$ cat config.mk
export PLATFORM = sky130hd
export DESIGN_NAME = captura_operandos_flat
export DESIGN_NICKNAME = d
export VERILOG_FILES = /design/src/rtl/captura_operandos_if.sv /design/src/rtl/captura_operandos.sv /design/src/flat_wrapper.sv
export SDC_FILE = /design/constraint.sdc
export NUM_CORES = 1
export LEC_CHECK = 0
export ABC_AREA = 1
export BUFFER_PORTS_ARGS = -buffer_cell sky130_fd_sc_hd__buf_2
export CAP_MARGIN = 5
export CORE_ASPECT_RATIO = 0.6
export CORE_MARGIN = 2
export CORE_UTILIZATION = 45
export CTS_BUF_LIST = sky130_fd_sc_hd__clkbuf_4 sky130_fd_sc_hd__clkbuf_8
export CTS_CLUSTER_DIAMETER = 60
export DETAILED_ROUTE_END_ITERATION = 7
export GPL_ROUTABILITY_DRIVEN = 0
export PLACE_DENSITY = 0.7
export SETUP_SLACK_MARGIN = 0.2
export SYNTH_ARGS = -nofsm -noshare
export SYNTH_HDL_FRONTEND = slang
export SYNTH_SLANG_ARGS = --single-unit
$ cat constraint.sdc
create_clock -name clk -period 1.9 [get_ports clk]
set_input_delay 0.19 -clock clk [delete_from_list [all_inputs] [get_ports clk]]
set_output_delay 0.19 -clock clk [all_outputs]
set_load 0.02 [all_outputs]
$ cat src/rtl/captura_operandos_if.sv
// Keypad capture handshake between the scanner (master) and the operand capture block (slave).
interface captura_operandos_if #(
  parameter int unsigned WIDTH = 4
);
  logic [WIDTH-1:0] pressed_col_in;
  logic [WIDTH-1:0] pressed_row_in;
  logic             pressed_valid_in;
  logic             ack_read;

  modport master (
    output pressed_col_in,
    output pressed_row_in,
    output pressed_valid_in,
    input  ack_read
  );

  modport slave (
    input  pressed_col_in,
    input  pressed_row_in,
    input  pressed_valid_in,
    output ack_read
  );
endinterface

$ cat src/rtl/captura_operandos.sv
// Keypad event consumer: acknowledges each captured key, builds BCD operands A and B,
// and offers them downstream with a valid/ack handshake.
module captura_operandos #(
  parameter int unsigned WIDTH  = 4,
  parameter int unsigned DIGITS = 3
) (
  input  logic                         clk,
  input  logic                         rst_n,
  captura_operandos_if.slave           kp,
  output logic [4*DIGITS-1:0]          entry_bcd,
  output logic [$clog2(DIGITS+1)-1:0]  entry_count,
  output logic [1:0]                   phase,
  output logic [4*DIGITS-1:0]          operand_a,
  output logic [4*DIGITS-1:0]          operand_b,
  output logic                         op_valid,
  input  logic                         op_ack,
  output logic                         key_ignored
);
  localparam int unsigned EW = 4 * DIGITS;
  localparam int unsigned CW = $clog2(DIGITS + 1);
  localparam int unsigned KW = 2 * WIDTH;

  typedef enum logic [1:0] {
    ENTER_A = 2'b00,
    ENTER_B = 2'b01,
    DONE    = 2'b10
  } phase_e;

  typedef enum logic [1:0] {K_DIGIT, K_STAR, K_HASH, K_BAD} key_e;

  phase_e         state_q, state_d;
  logic           busy_q, busy_d;
  logic           ack_q, ack_d;
  logic           ign_q, ign_d;
  logic           opv_q, opv_d;
  logic [EW-1:0]  entry_q, entry_d;
  logic [EW-1:0]  opa_q, opa_d;
  logic [EW-1:0]  opb_q, opb_d;
  logic [CW-1:0]  cnt_q, cnt_d;
  logic [KW-1:0]  key_code;
  key_e           key_kind;
  logic [3:0]     key_digit;
  logic           capture;
  logic           take_ack;

  assign key_code = {kp.pressed_col_in, kp.pressed_row_in};
  assign capture  = kp.pressed_valid_in & ~busy_q;
  assign take_ack = op_ack & opv_q;

  // Key decode: {col,row}, MSB of each one-hot field is index 0
  always_comb begin
    key_kind  = K_BAD;
    key_digit = 4'd0;
    case (key_code)
      8'b1000_1000: begin key_kind = K_DIGIT; key_digit = 4'd1; end
      8'b0100_1000: begin key_kind = K_DIGIT; key_digit = 4'd2; end
      8'b0010_1000: begin key_kind = K_DIGIT; key_digit = 4'd3; end
      8'b1000_0100: begin key_kind = K_DIGIT; key_digit = 4'd4; end
      8'b0100_0100: begin key_kind = K_DIGIT; key_digit = 4'd5; end
      8'b0010_0100: begin key_kind = K_DIGIT; key_digit = 4'd6; end
      8'b1000_0010: begin key_kind = K_DIGIT; key_digit = 4'd7; end
      8'b0100_0010: begin key_kind = K_DIGIT; key_digit = 4'd8; end
      8'b0010_0010: begin key_kind = K_DIGIT; key_digit = 4'd9; end
      8'b0100_0001: begin key_kind = K_DIGIT; key_digit = 4'd0; end
      8'b1000_0001: key_kind = K_STAR;
      8'b0010_0001: key_kind = K_HASH;
      default:      key_kind = K_BAD;
    endcase
  end

  always_ff @(posedge clk) begin
    if (!rst_n) state_q <= ENTER_A;
    else        state_q <= state_d;
  end

  // Phase transitions; a downstream ack always lands in ENTER_A
  always_comb begin
    state_d = state_q;
    if (capture) begin
      case (state_q)
        ENTER_A: if (key_kind == K_HASH && cnt_q != '0) state_d = ENTER_B;
        ENTER_B: if (key_kind == K_HASH && cnt_q != '0) state_d = DONE;
        DONE:    if (key_kind == K_STAR) state_d = ENTER_A;
        default: state_d = ENTER_A;
      endcase
    end
    if (take_ack) state_d = ENTER_A;
  end

  // Next values of the registered datapath and handshake outputs
  always_comb begin
    busy_d  = busy_q;
    ack_d   = 1'b0;
    ign_d   = 1'b0;
    entry_d = entry_q;
    cnt_d   = cnt_q;
    opa_d   = opa_q;
    opb_d   = opb_q;
    opv_d   = opv_q;
    if (!kp.pressed_valid_in) busy_d = 1'b0;
    if (capture) begin
      busy_d = 1'b1;
      ack_d  = 1'b1;
      if (state_q == DONE) begin
        if (key_kind == K_STAR) begin
          opa_d   = '0;
          opb_d   = '0;
          opv_d   = 1'b0;
          entry_d = '0;
          cnt_d   = '0;
        end else begin
          ign_d = 1'b1;
        end
      end else begin
        case (key_kind)
          K_DIGIT: begin
            if (cnt_q < CW'(DIGITS)) begin
              entry_d = {entry_q[EW-5:0], key_digit};
              cnt_d   = cnt_q + CW'(1);
            end else begin
              ign_d = 1'b1;
            end
          end
          K_STAR: begin
            entry_d = '0;
            cnt_d   = '0;
          end
          K_HASH: begin
            if (cnt_q == '0) begin
              ign_d = 1'b1;
            end else begin
              if (state_q == ENTER_A) begin
                opa_d = entry_q;
              end else begin
                opb_d = entry_q;
                opv_d = 1'b1;
              end
              entry_d = '0;
              cnt_d   = '0;
            end
          end
          default: ign_d = 1'b1;
        endcase
      end
    end
    if (take_ack) opv_d = 1'b0;
  end

  always_ff @(posedge clk) begin
    if (!rst_n) begin
      busy_q  <= 1'b0;
      ack_q   <= 1'b0;
      ign_q   <= 1'b0;
      opv_q   <= 1'b0;
      entry_q <= '0;
      cnt_q   <= '0;
      opa_q   <= '0;
      opb_q   <= '0;
    end else begin
      busy_q  <= busy_d;
      ack_q   <= ack_d;
      ign_q   <= ign_d;
      opv_q   <= opv_d;
      entry_q <= entry_d;
      cnt_q   <= cnt_d;
      opa_q   <= opa_d;
      opb_q   <= opb_d;
    end
  end

  assign kp.ack_read = ack_q;
  assign key_ignored = ign_q;
  assign entry_bcd   = entry_q;
  assign entry_count = cnt_q;
  assign phase       = state_q;
  assign operand_a   = opa_q;
  assign operand_b   = opb_q;
  assign op_valid    = opv_q;
endmodule

$ cat src/flat_wrapper.sv
// flat-port wrapper written by rule: the top's interface ports become plain ports
module captura_operandos_flat 
#(
  parameter int unsigned WIDTH  = 4,
  parameter int unsigned DIGITS = 3
)
  (clk, rst_n, entry_bcd, entry_count, phase, operand_a, operand_b, op_valid, op_ack, key_ignored, kp_pressed_col_in, kp_pressed_row_in, kp_pressed_valid_in, kp_ack_read);
  captura_operandos_if #(.WIDTH(WIDTH)) kp_i ();
  input  logic clk;
  input  logic rst_n;
  output logic [4*DIGITS-1:0] entry_bcd;
  output logic [$clog2(DIGITS+1)-1:0] entry_count;
  output logic [1:0] phase;
  output logic [4*DIGITS-1:0] operand_a;
  output logic [4*DIGITS-1:0] operand_b;
  output logic op_valid;
  input  logic op_ack;
  output logic key_ignored;
  input wire logic [$bits(kp_i.pressed_col_in)-1:0] kp_pressed_col_in;
  input wire logic [$bits(kp_i.pressed_row_in)-1:0] kp_pressed_row_in;
  input wire logic [$bits(kp_i.pressed_valid_in)-1:0] kp_pressed_valid_in;
  output wire logic [$bits(kp_i.ack_read)-1:0] kp_ack_read;
  assign kp_i.pressed_col_in = kp_pressed_col_in;
  assign kp_i.pressed_row_in = kp_pressed_row_in;
  assign kp_i.pressed_valid_in = kp_pressed_valid_in;
  assign kp_ack_read = kp_i.ack_read;
  captura_operandos #(.WIDTH(WIDTH), .DIGITS(DIGITS)) u_core (.clk(clk), .rst_n(rst_n), .kp(kp_i), .entry_bcd(entry_bcd), .entry_count(entry_count), .phase(phase), .operand_a(operand_a), .operand_b(operand_b), .op_valid(op_valid), .op_ack(op_ack), .key_ignored(key_ignored));
endmodule
== After elaboration in Yosys (flattened, before gate mapping) ==
Cells that the tools add are included.
Cells by class
  bitwise logic cells: 4
  add/sub/neg operators: 1
  reduce and logical (&&, ||, !) cells: 15
  equal/unequal tests: 24
  order comparisons: 1
  muxes and demuxes: 36
Operator list (count)
  two-way mux 12 bit: 12
  case mux 12 bit (3 select lines): 1
  case mux 4 bit (9 select lines): 1
  equality test 8 x 6 -> 1 bit (second input constant): 4
  equality test 8 x 7 -> 1 bit (second input constant): 4
  equality test 8 bit (second input constant): 4
  case mux 2 bit (3 select lines): 3
  AND reduction 5 bit: 3
  two-way mux 1 bit: 12
  two-way mux 2 bit: 6
  inequality test 2 x 1 -> 1 bit (second input constant): 6
  OR reduction 10 bit: 1
  zero test 2 bit: 3
  nonzero test 2 bit: 3
  equality test 2 x 1 -> 1 bit (second input constant): 2
  equality test 2 bit (second input constant): 2
  AND reduction 4 bit: 1
  inequality test 3 x 1 -> 1 bit (second input constant): 1
  inequality test 3 bit (second input constant): 1
  case mux 1 bit (3 select lines): 1
  nonzero test 3 bit: 1
  adder 2 x 1 -> 2 bit (second input constant): 1
  AND 1 bit: 2
  less-than comparator 2 bit (second input constant): 1
  other kinds (4): 5
Storage, ports and cells
  flip-flop bits (word level): 44
  output and inout bits: 43

== Logic depth before layout (Yosys ltp) ==
  word-level depth: 7
  mapped depth: 16

== Least setup slack after synthesis ==
OpenSTA, ideal clock, no wires.
  path type: in2reg
  start: input port kp_pressed_col_in[2]
  end: register u_core.cnt_q[1] (netlist: u_core.entry_count[1])
  path slack: 0.251 ns
  required time: 1.772 ns
  stages: 15
  arrival: 1.521 ns
  setup time: 0.128 ns
  cell sequence: inv_2 -> nand2_1 -> nor2_4 -> nand2_1 -> ha_1 -> or2_1 -> nand2_1 -> inv_2 -> nand2_1 -> nor2_2 -> buf_6 -> nand2_4 -> nand2_1 -> nand2_1 -> nor2_1
Between the ends
  word-level cells in the longest chain between the ends: 6
  elaborated cells between the ends (all ways): 24
  those cells by class: eq/ne: 17; mux: 3; reduce/logical: 4
RTL lines
  start, declared: line flat_wrapper.sv:19  | input wire logic [$bits(kp_i.pressed_col_in)-1:0] kp_pressed_col_in;
  equality test 8 bit (tied with other cells): line captura_operandos.sv:54  | case (key_code)
  OR reduction 10 bit (no source line)
  case mux 2 bit (3 select lines) *: line captura_operandos.sv:54
  equality test 2 bit (tied with other cells): line captura_operandos.sv:115  | case (key_kind)
  inequality test 3 bit (no source line) (tied with other cells)
  AND reduction 5 bit (no source line) or two-way mux 2 bit (tied branches)
  end signal, assigned: line captura_operandos.sv:165  | cnt_q <= cnt_d;
  end, declared: line captura_operandos.sv:39  | logic [CW-1:0] cnt_q, cnt_d;
Mark *: on every way between the ends. The rest lies on a longest branch, timed or not.
A chain may end at the register's enable or synchronous reset.

== Worst setup path in the final report ==
  start: input port kp_pressed_col_in[2]
  end: register u_core.entry_q[3] (netlist: u_core.entry_bcd[3])
Between the ends
  word-level cells in the longest chain between the ends: 6
  elaborated cells between the ends (all ways): 26
  those cells by class: eq/ne: 17; mux: 5; reduce/logical: 4
RTL lines
  equality test 8 bit (tied with other cells): line captura_operandos.sv:54
  OR reduction 10 bit (no source line)
  case mux 2 bit (3 select lines): line captura_operandos.sv:54
  equality test 2 bit (tied with other cells): line captura_operandos.sv:115
  inequality test 3 bit (no source line) (tied with other cells)
  AND reduction 5 bit (no source line) or two-way mux 12 bit (tied branches)
  end signal, assigned: line captura_operandos.sv:164  | entry_q <= entry_d;
  end, declared: line captura_operandos.sv:36  | logic [EW-1:0] entry_q, entry_d;
Several ways; a longest one is shown, not always the timed one. The select of a mux whose other input is x is not followed.

==> qor.txt <==
Post-CTS Hold Fix Bufs: 0
Critical Path Start Type: input port
nets: 384
crit-path most repeated cell: nand2_1
num rows: 19
RSZ-0062 raised after global routing: false
pre-CTS WS: 0.02311 ns
cell area power density: 671.8 mW/mm2
CTS Buf Count: 5
Die Ht: 56.90 um
layout overhead on the synthesized area: 30.83%
Port Buf Inserts: 54
Slew Viols, Final: 0
sum of negative setup slack: 0 ns
Filler Cells Inserted: 427
largest net degree at the start of global routing: 28
fin cells: 431
vias in the first global route: 1940
slowest stage delay, CP: 0.20 ns
worst setup margin: 0.3214 ns
r2r setup slk: 0.33 ns
Ys Warns: 0
Crit path max-delay family: simple AND/OR/NAND/NOR gates
final hold viol count: 0
Leak Pwr: 1.398 nW
DP Cell Count: 421
min-delay src: kp_pressed_valid_in
fraction of the yosys area taken by sequential cells: 0.4198
Vias: 2085
First-pass DRT Iterations: 4
wire length per cell: 12.08 um
Buf+Inv Stages, Crit Path: 5
core outline area: 0.004517 mm2
Root Driver: clkbuf_8
Routed Wire Length: 5208 um
register area: 887.1 um2
Clock Skew: 0.007665 ns
CP cell instances: buf_2 -> inv_2 -> nand2_1 -> nor2_4 -> nand2_2 -> inv_1 -> ha_1 -> or2_1 -> nand2_1 -> inv_2 -> nand2_2 -> nor2_4 -> buf_12 -> nand2_4 -> nand2_1 -> nand2_1 -> nor2_1
run status: finished, final reports clean
FF+latch count, synth: 44
Arrival @ worst endpoint: 1.81 ns
drt via density: 4.838
fin crit share: 0.8308
CP Class: in2reg
worst hold stages: 3
die width: 92.16 um
Hold WC Path Type: in2reg
GRT overflow: 0
DRC violations left: 0
post-detailed-route count of antenna-violating nets: 0
Max Cap Violations: 0
Synth Instances: 304
syn_area_per_cell: 6.902 um2
Rel. slew slack: 0.6962
reg2reg path depth: 10
worst reg2reg path startpoint: u_core.entry_count[0]
Synth cell types: 27
CTS tree: done
DPL Wire Length: 3799 um
Worst Setup SP: kp_pressed_col_in[2]
initial DRC count: 110
layout cells sized above 1: 0.2880
Syn Nets: 321
first-pass GRT wire length: 8749 um
area taken by multi-input logic gates: 0.001062 mm2
CTS clk-pin slew, worst paths: 0.08 ns
ant diodes: 0
synthesized area: 0.002098 mm2
CP Capture Type: flip-flop
total track usage: 0.2076
Critical Path Slowest Stage Cell: nor2_4
Initial Util: 0.4645
H-tree levels: 2
Hold Crit Endpoint: u_core.busy_q
Sinks on Clock Net: 44
crit-path max FO: 9
Peak VDD IR: 0.4633 mV
Skew-Pair Late Insertion Delay: 0.29 ns
CP required: 2.13 ns
capture point of the worst reg-to-reg path: u_core.entry_bcd[3]
Peak Freq: 0.6335 GHz
antenna violations before repair: 0
Least-Margin Pin Slew: 0.4552 ns
IO Pins: 55
Die ar.: 0.005243 mm2
min Tclk post-route: 1.579 ns
Max Buffers Root-to-Sink: 2
final setup fails: 0
## worst register-to-register path, cell delays in order (launching register included)
cell	delay, ns
dfxtp_4	0.37
inv_1	0.07
ha_1	0.23
nand3_1	0.13
nand2_2	0.08
nor2_4	0.20
buf_12	0.15
nand2_4	0.07
nand2_1	0.07
nand2_1	0.05
nor2_1	0.08
## registers in the layout (all words and copies together), names as in the netlist
register,flops
u_core.kp.ack_read,1
u_core.op_valid,1
u_core.key_ignored,1
u_core.phase,2
u_core.entry_count,2
u_core.operand_a,12
u_core.entry_bcd,12
u_core.operand_b,12
u_core.busy_q,1
## worst max path at each step
stage,to,depth (start not counted)
2_1_floorplan,u_core.entry_count[1],15
3_3_place_gp,u_core.entry_count[1],16
3_5_place_dp,u_core.entry_count[1],16
4_1_cts,u_core.entry_count[1],10
5_1_grt,u_core.entry_count[1],17
6_report,u_core.entry_bcd[3],17
## routing by layer
metal	up-vias	routed length, um	global-route usage
met3	6	458	0.06309
met2	74	2141	0.3057
met5	-	0	0
li1	1093	-	-
met4	0	46	0.04904
met1	912	2562	0.2977
## kinds of logic (layout without fill, tap and decap cells)
logic type / after synthesis / after routing / share of synthesized area
adder cells (fa/ha/maj): 5 / 5 / 0.02982
flip-flops: 44 / 44 / 0.4198
AO/OA/AOI/OAI: 53 / 53 / 0.1431
buffers and inverters: 46 / 110 / 0.09063
AND/OR/NAND/NOR: 156 / 156 / 0.3166
## power by group
| part | internal, W | switching (W) |
|---|---|---|
| logic | 0.0000625 | 0.0000973 |
| registers | 0.000929 | 0.00000638 |
| clock network | 0.000430 | 0.000318 |
| total | 0.00142 | 0.000422 |
## through the flow
stage               hold slack, ns  cell area (um2)  total power, W    util
finish                      0.1150             2745        0.001844  0.6078
global route                0.1126             2745        0.001924  0.6078
CTS                         0.1125             2650        0.001837  0.5867
detailed placement          0.4140             2529        0.001097  0.5598
global placement            0.4109             2529        0.001094  0.5598
floorplan                   0.3015             2098        0.001049       -
## Yosys cell counts
library cell	count	area, um2
a211oi_1	10	75.07
a21boi_1	1	7.510
a21oi_1	24	120.1
buf_2	8	40.04
buf_6	1	11.26
clkbuf_1	4	15.01
clkinv_1	1	3.750
dfxtp_1	44	880.8
ha_1	5	62.56
inv_1	26	97.59
inv_2	6	22.52
nand2_1	68	255.2
nand2_2	2	12.51
nand2_4	1	11.26
nand3_1	18	90.09
nand3_2	2	20.02
nand3b_1	1	7.510
nand4_1	1	6.260
nor2_1	54	202.7
nor2_2	5	31.28
nor2_4	1	11.26
nor3_1	2	10.01
o21a_1	1	7.510
o21ai_0	14	70.07
o21ai_1	1	5.000
o21bai_1	2	15.01
or2_1	1	6.260
## cell usage in the layout (no fill, tap or decap)
master      instances
o21ai_1             1
buf_12              4
inv_2               8
nor2_1             53
nand3b_1            1
a21oi_1            24
o21a_1              1
buf_4               9
nor2_2              3
dfxtp_2             2
nand2_1            63
clkinv_4            1
nor2_4              4
a21boi_1            1
nand2_2             6
a211oi_1           10
nand4_1             1
inv_1              24
nand3_1            18
or2_1               1
dfxtp_1            41
dfxtp_4             1
clkbuf_16           2
clkinvlp_4          1
nand2_4             2
nand3_2             2
o21bai_1            2
ha_1                5
bufinv_16           1
nor3_1              2
clkbuf_8            6
buf_2              54
o21ai_0            14
## final cells by class
class	count	share of cell area
Clock buffer	6	0.03008
Clock inverter	2	0.01413
Inverter	33	0.04649
Multi-Input combinational cell	214	0.3870
Sequential cell	44	0.3232
Tap cell	63	0.02871
Timing Repair Buffer	69	0.1705
## repair_timing
action	in CTS	in global routing
setup endpoints to repair	0	22
setup buffers	0	0
gates resized for setup	0	17
(Power assumes the default switching activity.)
